==> config.mk <==
export PLATFORM = sky130hd
export DESIGN_NAME = uart_tx
export DESIGN_NICKNAME = d
export VERILOG_FILES = /design/src/rtl/uart_tx.sv
export SDC_FILE = /design/constraint.sdc
export NUM_CORES = 1
export LEC_CHECK = 0
export ABC_AREA = 1
export CAP_MARGIN = 20
export CELL_PAD_IN_SITES_DETAIL_PLACEMENT = 0
export CELL_PAD_IN_SITES_GLOBAL_PLACEMENT = 1
export CORE_MARGIN = 3
export CORE_UTILIZATION = 43
export DETAILED_ROUTE_END_ITERATION = 16
export GPL_TIMING_DRIVEN = 0
export PLACE_DENSITY = 0.86
export SLEW_MARGIN = 20
export SYNTH_ARGS = -nofsm -noshare
export SYNTH_HDL_FRONTEND = slang
export SYNTH_SLANG_ARGS = --single-unit
export TNS_END_PERCENT = 30
==> constraint.sdc <==
create_clock -name clk -period 1.94 [get_ports clk]
set_input_delay 0.485 -clock clk [delete_from_list [all_inputs] [get_ports clk]]
set_output_delay 0.485 -clock clk [all_outputs]
set_load 0.005 [all_outputs]
==> src/rtl/uart_tx.sv <==
// UART transmitter: valid/ready byte intake into a one-entry holding register,
// serialised LSB first with start, optional parity and 1 or 2 stop bits.
module uart_tx #(
  parameter int clk_freq  = 12000000,
  parameter int baud      = 115200,
  parameter int parity    = 0,
  parameter int stop_bits = 1
) (
  input  logic       clk,
  input  logic       resetn,
  input  logic [7:0] tx_data,
  input  logic       tx_start,
  output logic       tx_ready,
  output logic       tx,
  output logic       tx_busy,
  output logic       tx_done
);

  localparam int DIV = (clk_freq + baud / 2) / baud;
  localparam int CW  = (DIV > 1) ? $clog2(DIV) : 1;
  localparam logic [CW-1:0] LAST = CW'(DIV - 1);
  localparam logic PAR_EN   = (parity != 0);
  localparam logic PAR_ODD  = (parity == 1);
  localparam logic TWO_STOP = (stop_bits == 2);

  typedef enum logic [2:0] {
    IDLE   = 3'd0,
    START  = 3'd1,
    DATA   = 3'd2,
    PARITY = 3'd3,
    STOP   = 3'd4
  } state_t;

  state_t        state;
  logic [CW-1:0] cnt;
  logic [2:0]    bit_idx;
  logic          stop_idx;
  logic [7:0]    shift;
  logic [7:0]    hold_data;
  logic          hold_valid;
  logic          par_bit;
  logic          bit_end;
  logic          last_stop;
  logic          load;

  assign bit_end   = (cnt == LAST);
  assign last_stop = ~TWO_STOP | stop_idx;
  // Load from IDLE, or on the final stop edge so the next start bit follows with no gap.
  assign load      = hold_valid & ((state == IDLE) | ((state == STOP) & bit_end & last_stop));
  assign tx_ready  = ~hold_valid;
  assign tx_busy   = (state != IDLE) | hold_valid;

  always_ff @(posedge clk or negedge resetn) begin
    if (!resetn) begin
      state      <= IDLE;
      tx         <= 1'b1;
      tx_done    <= 1'b0;
      cnt        <= '0;
      bit_idx    <= '0;
      stop_idx   <= 1'b0;
      shift      <= '0;
      hold_data  <= '0;
      hold_valid <= 1'b0;
      par_bit    <= 1'b0;
    end else begin
      tx_done <= 1'b0;
      if (tx_start && !hold_valid) begin
        hold_valid <= 1'b1;
        hold_data  <= tx_data;
      end
      if (bit_end) cnt <= '0;
      else         cnt <= cnt + CW'(1);

      case (state)
        IDLE: begin
          tx  <= 1'b1;
          cnt <= '0;
        end
        START: if (bit_end) begin
          state   <= DATA;
          tx      <= shift[0];
          bit_idx <= '0;
        end
        DATA: if (bit_end) begin
          if (bit_idx == 3'd7) begin
            if (PAR_EN) begin
              state <= PARITY;
              tx    <= par_bit;
            end else begin
              state    <= STOP;
              tx       <= 1'b1;
              stop_idx <= 1'b0;
            end
          end else begin
            bit_idx <= bit_idx + 3'd1;
            shift   <= {1'b0, shift[7:1]};
            tx      <= shift[1];
          end
        end
        PARITY: if (bit_end) begin
          state    <= STOP;
          tx       <= 1'b1;
          stop_idx <= 1'b0;
        end
        STOP: if (bit_end) begin
          if (last_stop) begin
            tx_done <= 1'b1;
            state   <= IDLE;
            tx      <= 1'b1;
          end else begin
            stop_idx <= 1'b1;
          end
        end
        default: begin
          state <= IDLE;
          tx    <= 1'b1;
          cnt   <= '0;
        end
      endcase

      // Parity comes from the byte as loaded, since the shifter is consumed during DATA.
      if (load) begin
        shift      <= hold_data;
        par_bit    <= ^hold_data ^ PAR_ODD;
        hold_valid <= 1'b0;
        state      <= START;
        tx         <= 1'b0;
        cnt        <= '0;
      end
    end
  end

endmodule

# --- Word-level counts from Yosys, hierarchy flattened ---
# Cells that the tools add are included.
totals:
  in_bits: 11
  output_inout_bits: 4
  register_bits: 32
  wordCells: 73
op_classes:
  bitwise: 5
  reduce_logical: 14
  muxes: 27
  n_eq_ne: 17
  addsub: 2
ops:
  columns: ["operator", "n"]
  rows:
  - ["2-to-1 mux 8 bit", 4]
  - ["2-to-1 mux 3 bit", 8]
  - ["2-to-1 mux 7 bit", 3]
  - ["!= test 3 bit (second input constant)", 5]
  - ["one-hot mux 3 bit (5 select lines)", 1]
  - ["!= test 2 bit (second input constant)", 5]
  - ["2-to-1 mux 1 bit", 9]
  - ["nonzero test 2 bit", 4]
  - ["adder 7 x 1 -> 7 bit (second input constant)", 1]
  - ["== test 7 bit (second input constant)", 1]
  - ["== test 3 x 2 -> 1 bit (second input constant)", 2]
  - ["== test 3 bit (second input constant)", 2]
  - ["one-hot mux 3 bit (2 select lines)", 1]
  - ["AND reduction 3 bit", 2]
  - ["AND reduction 6 bit", 1]
  - ["AND reduction 4 bit", 1]
  - ["OR reduction 4 bit", 1]
  - ["adder 3 x 1 -> 3 bit (second input constant)", 1]
  - ["== test 3 x 1 -> 1 bit (second input constant)", 1]
  - ["zero test 3 bit", 1]
  - ["!= test 3 x 1 -> 1 bit (second input constant)", 1]
  - ["one-hot mux 1 bit (3 select lines)", 1]
  - ["nonzero test 3 bit", 1]
  - ["AND 1 bit", 2]
  - ["5 further kinds", 6]

# --- Logic depth before layout (Yosys ltp) ---
logic_depth:
  word_depth: 6
  ltp_mapped: 11
  ltp_nobuf: 10

# --- Least setup slack after synthesis ---
# OpenSTA, ideal clock, no wires.
synth_timing:
  kind: "register -> register"
  from: "register bit_idx[0]"
  to: "register shift[5]"
  path_buffers: 1
  setup_ns: 0.117
  arrival_ns: 1.272
  stages_incl_launch_ff: 10
  setup_slack_ns: 0.552
  required_ns: 1.823
  synth_period_minus_slack_ns: 1.388
  cell_sequence: "dfrtp_1 -> ha_1 -> ha_1 -> nor2_2 -> nand2_2 -> buf_6 -> nand2_1 -> nand2_1 -> nor2_1 -> nor2_1"
synth_via:
  elab_chain_len: 3
synth_lines:
  columns: ["item", "line", "text"]
  rows:
  - ["start, declared", "36", "logic [2:0] bit_idx;"]
  - ["start signal, assigned", "95", "bit_idx <= bit_idx + 3'd1;"]
  - ["== test 3 bit", "85", "if (bit_idx == 3'd7) begin"]
  - ["!= test 2 bit (no source line)", null, null]
  - ["AND reduction 3 bit (no source line)", null, null]
  - ["end signal, assigned", "96", "shift <= {1'b0, shift[7:1]};"]
  - ["end signal, assigned", "123", "shift <= hold_data;"]
  - ["end, declared", "38", "logic [7:0] shift;"]
# Every way passes these cells.
# A chain may end at the register's enable or synchronous reset.

# --- Worst setup path after layout ---
layout_timing:
  from: "register hold_valid"
  to: "output tx_ready"
layout_via:
  elab_chain_len: 1
layout_lines:
  columns: ["item", "line", "text"]
  rows:
  - ["start, declared", "40", "logic hold_valid;"]
  - ["start signal, assigned", "63", "hold_valid <= 1'b0;"]
  - ["start signal, assigned", "68", "hold_valid <= 1'b1;"]
  - ["start signal, assigned", "125", "hold_valid <= 1'b0;"]
  - ["inverter 1 bit", "50", "assign tx_ready = ~hold_valid;"]
  - ["end, declared", "13", "output logic tx_ready,"]
# Every way passes these cells.

==> reports/metrics.cfg <==
[critical_path]
cp_slowest_cell=clkdlybuf4s50_1
critPathArrivalTime_ns=1.35
cp_cell_sequence=inv_2 > clkdlybuf4s50_1
critPathMaxFanout=5
r2r_end=shift[2]
cp.required_ns=1.45
cpPeakStageDelay_ns=0.52
path_delay_family=buffers and inverters
worstSetupPathDepth=2
worst-r2r-cell-count=11
end_kind=output port
cp-start-kind=register
reg2reg_slack_ns=0.38
regToRegStartpoint=cnt[0]
criticalPathCategory=register to output port
cp_num_buf_inv=2

[clock_network]
cts_root_buf=clkbuf_8
htreeDepth=2
clkTransAtPathRegs_ns=0.06
cts-buffers-inserted=5
hold_buffers=0
cts.sinks=32
max-clock-path-buffers=2
cts_tree=done
insertion_delay_ns=0.28

[layout]
final_common_cell=nand2_1
num_antenna_cells=0
fillerInstances=318
syn_to_final_growth_pct=19.13
final_cell_mix=nand2_1 (39), nor2_1 (30), dfrtp_1 (30)
drive_gt1_share_pct=22.45
layout.nets=210
design_area_um2=1886

[place]
placed_area_um2=1775
io_buffers=14
dp_hpwl_mm=2.104
gp_congestion=0.8527

[synth]
synthMuxAreaShare_pct=5.613
synth_xor_xnor_area_share_pct=1.660
yosysUniqueCellTypes=25
ys_warn_count=0
synthAdderAreaFrac_pct=2.372
ys_ff_latch=32
avgSynthCellArea_um2=9.096
synthTopCellsByArea=dfrtp_1 (49%), nand2_1 (9.2%), nor2_1 (7.4%)
synth-simple-area-share_pct=31.30
synth_top_cell_by_area=dfrtp_1
synth_top_area_share_pct=49.01
syn-num-nets=188
syn_area_um2=1583
yosysSeqAreaShare_pct=50.67
synth_top_family_by_area=simple AND/OR/NAND/NOR gates
syn_inst=174
synth_compound_gate_area_share_pct=4.111

[detailed_routing]
wl_per_cell_um=12.12
via_per_inst=4.975
dr.pass1.iters=4
post-route-drc-count=0
drtIter0Drc=36
wl_mm=2.933
ant_nets=0
vias=1204

[timing]
setup_viol=0
slew_headroom_pct=52.88
min_period_ns=1.835
hold_viol=0
skew_ns=0.003384
rsz0062_at_grt=false
worst_pin_slew_ns=0.7068
max_freq_ghz=0.5448
finalCritPeriodShare_pct=94.61
slew_viol_final=0

[floorplanning]
num_rows=21
initial_core_util_pct=45.98
chipHeight_um=66.67
die_area_um2=4445
core_um2=3442
top_level_ports=15
die_w_um=66.67

[grt]
antenna_found_initial=0
grt_use_total_pct=16.03
grt_pass1_wl_mm=5.306
grt_pass1_vias=1171
grt-ovfl-total=0
grt_max_degree=33

[outcome]
outcome=finished clean

[pwr]
leakage_nw=0.9523
peakVddDrop_mv=0.5133
total_power_mw=1.413
power.density_nw_per_um2=749.3

[min_path]
worstHoldPathType=input port to async pin

[run]
cap_violations=0

-- logic make-up (layout without fill, tap and decap cells) --
group / Yosys count / count (layout)
AND/OR/NAND/NOR: 104 / 104
flip-flops: 32 / 32
buffers and inverters: 14 / 36
AO/OA/AOI/OAI: 10 / 10
multiplexers: 8 / 8
adder cells (fa/ha/maj): 3 / 3
XOR/XNOR: 3 / 3
-- how the worst max path moves through the flow --
stage | to | startpoint
final | tx_ready | hold_valid
after global routing | tx_ready | hold_valid
after CTS | tx_busy | state[1]
after detailed placement | tx_busy | state[0]
after global placement | hold_data[2] | resetn
after floorplan | shift[5] | bit_idx[0]
-- sequential cells by signal (all words and copies together), names as in the netlist --
name / cells
bit_idx: 3
cnt: 7
hold_data: 8
hold_valid: 1
shift: 8
state: 3
tx: 1
tx_done: 1
-- final cells by class --
type | instances | area, µm² | share of cell area [%]
flip-flops and latches | 32 | 803.3 | 42.60
multi-input cells | 128 | 715.7 | 37.96
repair buffers | 15 | 145.1 | 7.697
clock buffers | 7 | 96.34 | 5.109
well taps | 46 | 57.56 | 3.052
inverters | 12 | 45.04 | 2.389
plain buffers | 2 | 22.52 | 1.194
-- through the flow --
stage | TNS, ns | hold WS [ns] | worst slack [ns] | util, % | instances
2_1_floorplan | 0 | 0.1894 | 0.5517 | - | 174
3_3_place_gp | -6.860 | 0.4692 | -0.2223 | 51.73 | 234
3_5_place_dp | 0 | 0.4817 | 0.2343 | 51.58 | 234
4_1_cts | 0 | 0.2780 | 0.004802 | 54.67 | 242
5_1_grt | 0 | 0.3071 | 0.04888 | 54.78 | 242
6_report | 0 | 0.2505 | 0.1045 | 54.78 | 242
-- cell usage after synthesis --
cell	count
ha_1	3
nor2_8	1
nand4_1	2
mux2i_1	1
nor2_1	31
inv_2	2
a21oi_1	2
dfrtp_1	31
o21ai_0	6
nand3_2	1
nand2_4	1
nand2_2	9
nand2_1	39
nand3_1	13
nor2_4	3
nor3_1	1
mux2_2	7
dfstp_2	1
a21oi_4	1
inv_1	10
buf_6	2
xnor2_1	1
o21ai_2	1
nor2_2	3
xor2_1	2
-- layer usage --
layer	track usage, %	share of wire (%)
met3	5.059	5.3
met2	26.49	48
met1	19.38	45
met4	6.091	1.9
met5	0	0
-- worst register-to-register path: stages (launching register included) --
cell and delay [ns]:
dfrtp_1 0.39, ha_1 0.19, nand2_2 0.10, inv_2 0.09, nand2_1 0.07, nor2_2 0.13, nand2_2 0.09, buf_6 0.14
nand2_1 0.06, nand2_1 0.05, nor2_1 0.10, nor2_1 0.05
-- report_power, final --
group | internal, mW | switching [mW]
Combinational | 0.0634 | 0.0417
Sequential | 0.730 | 0.0292
Clock | 0.316 | 0.233
-- what timing repair did --
| action | 4_1_cts | 5_1_grt |
|---|---|---|
| setup buffers | 1 | 0 |
| resized for setup | 2 | 2 |
| setup endpoints to repair | 1 | 1 |
| pin swaps | 0 | 0 |
Note: power is estimated with default switching activity, not from simulation.
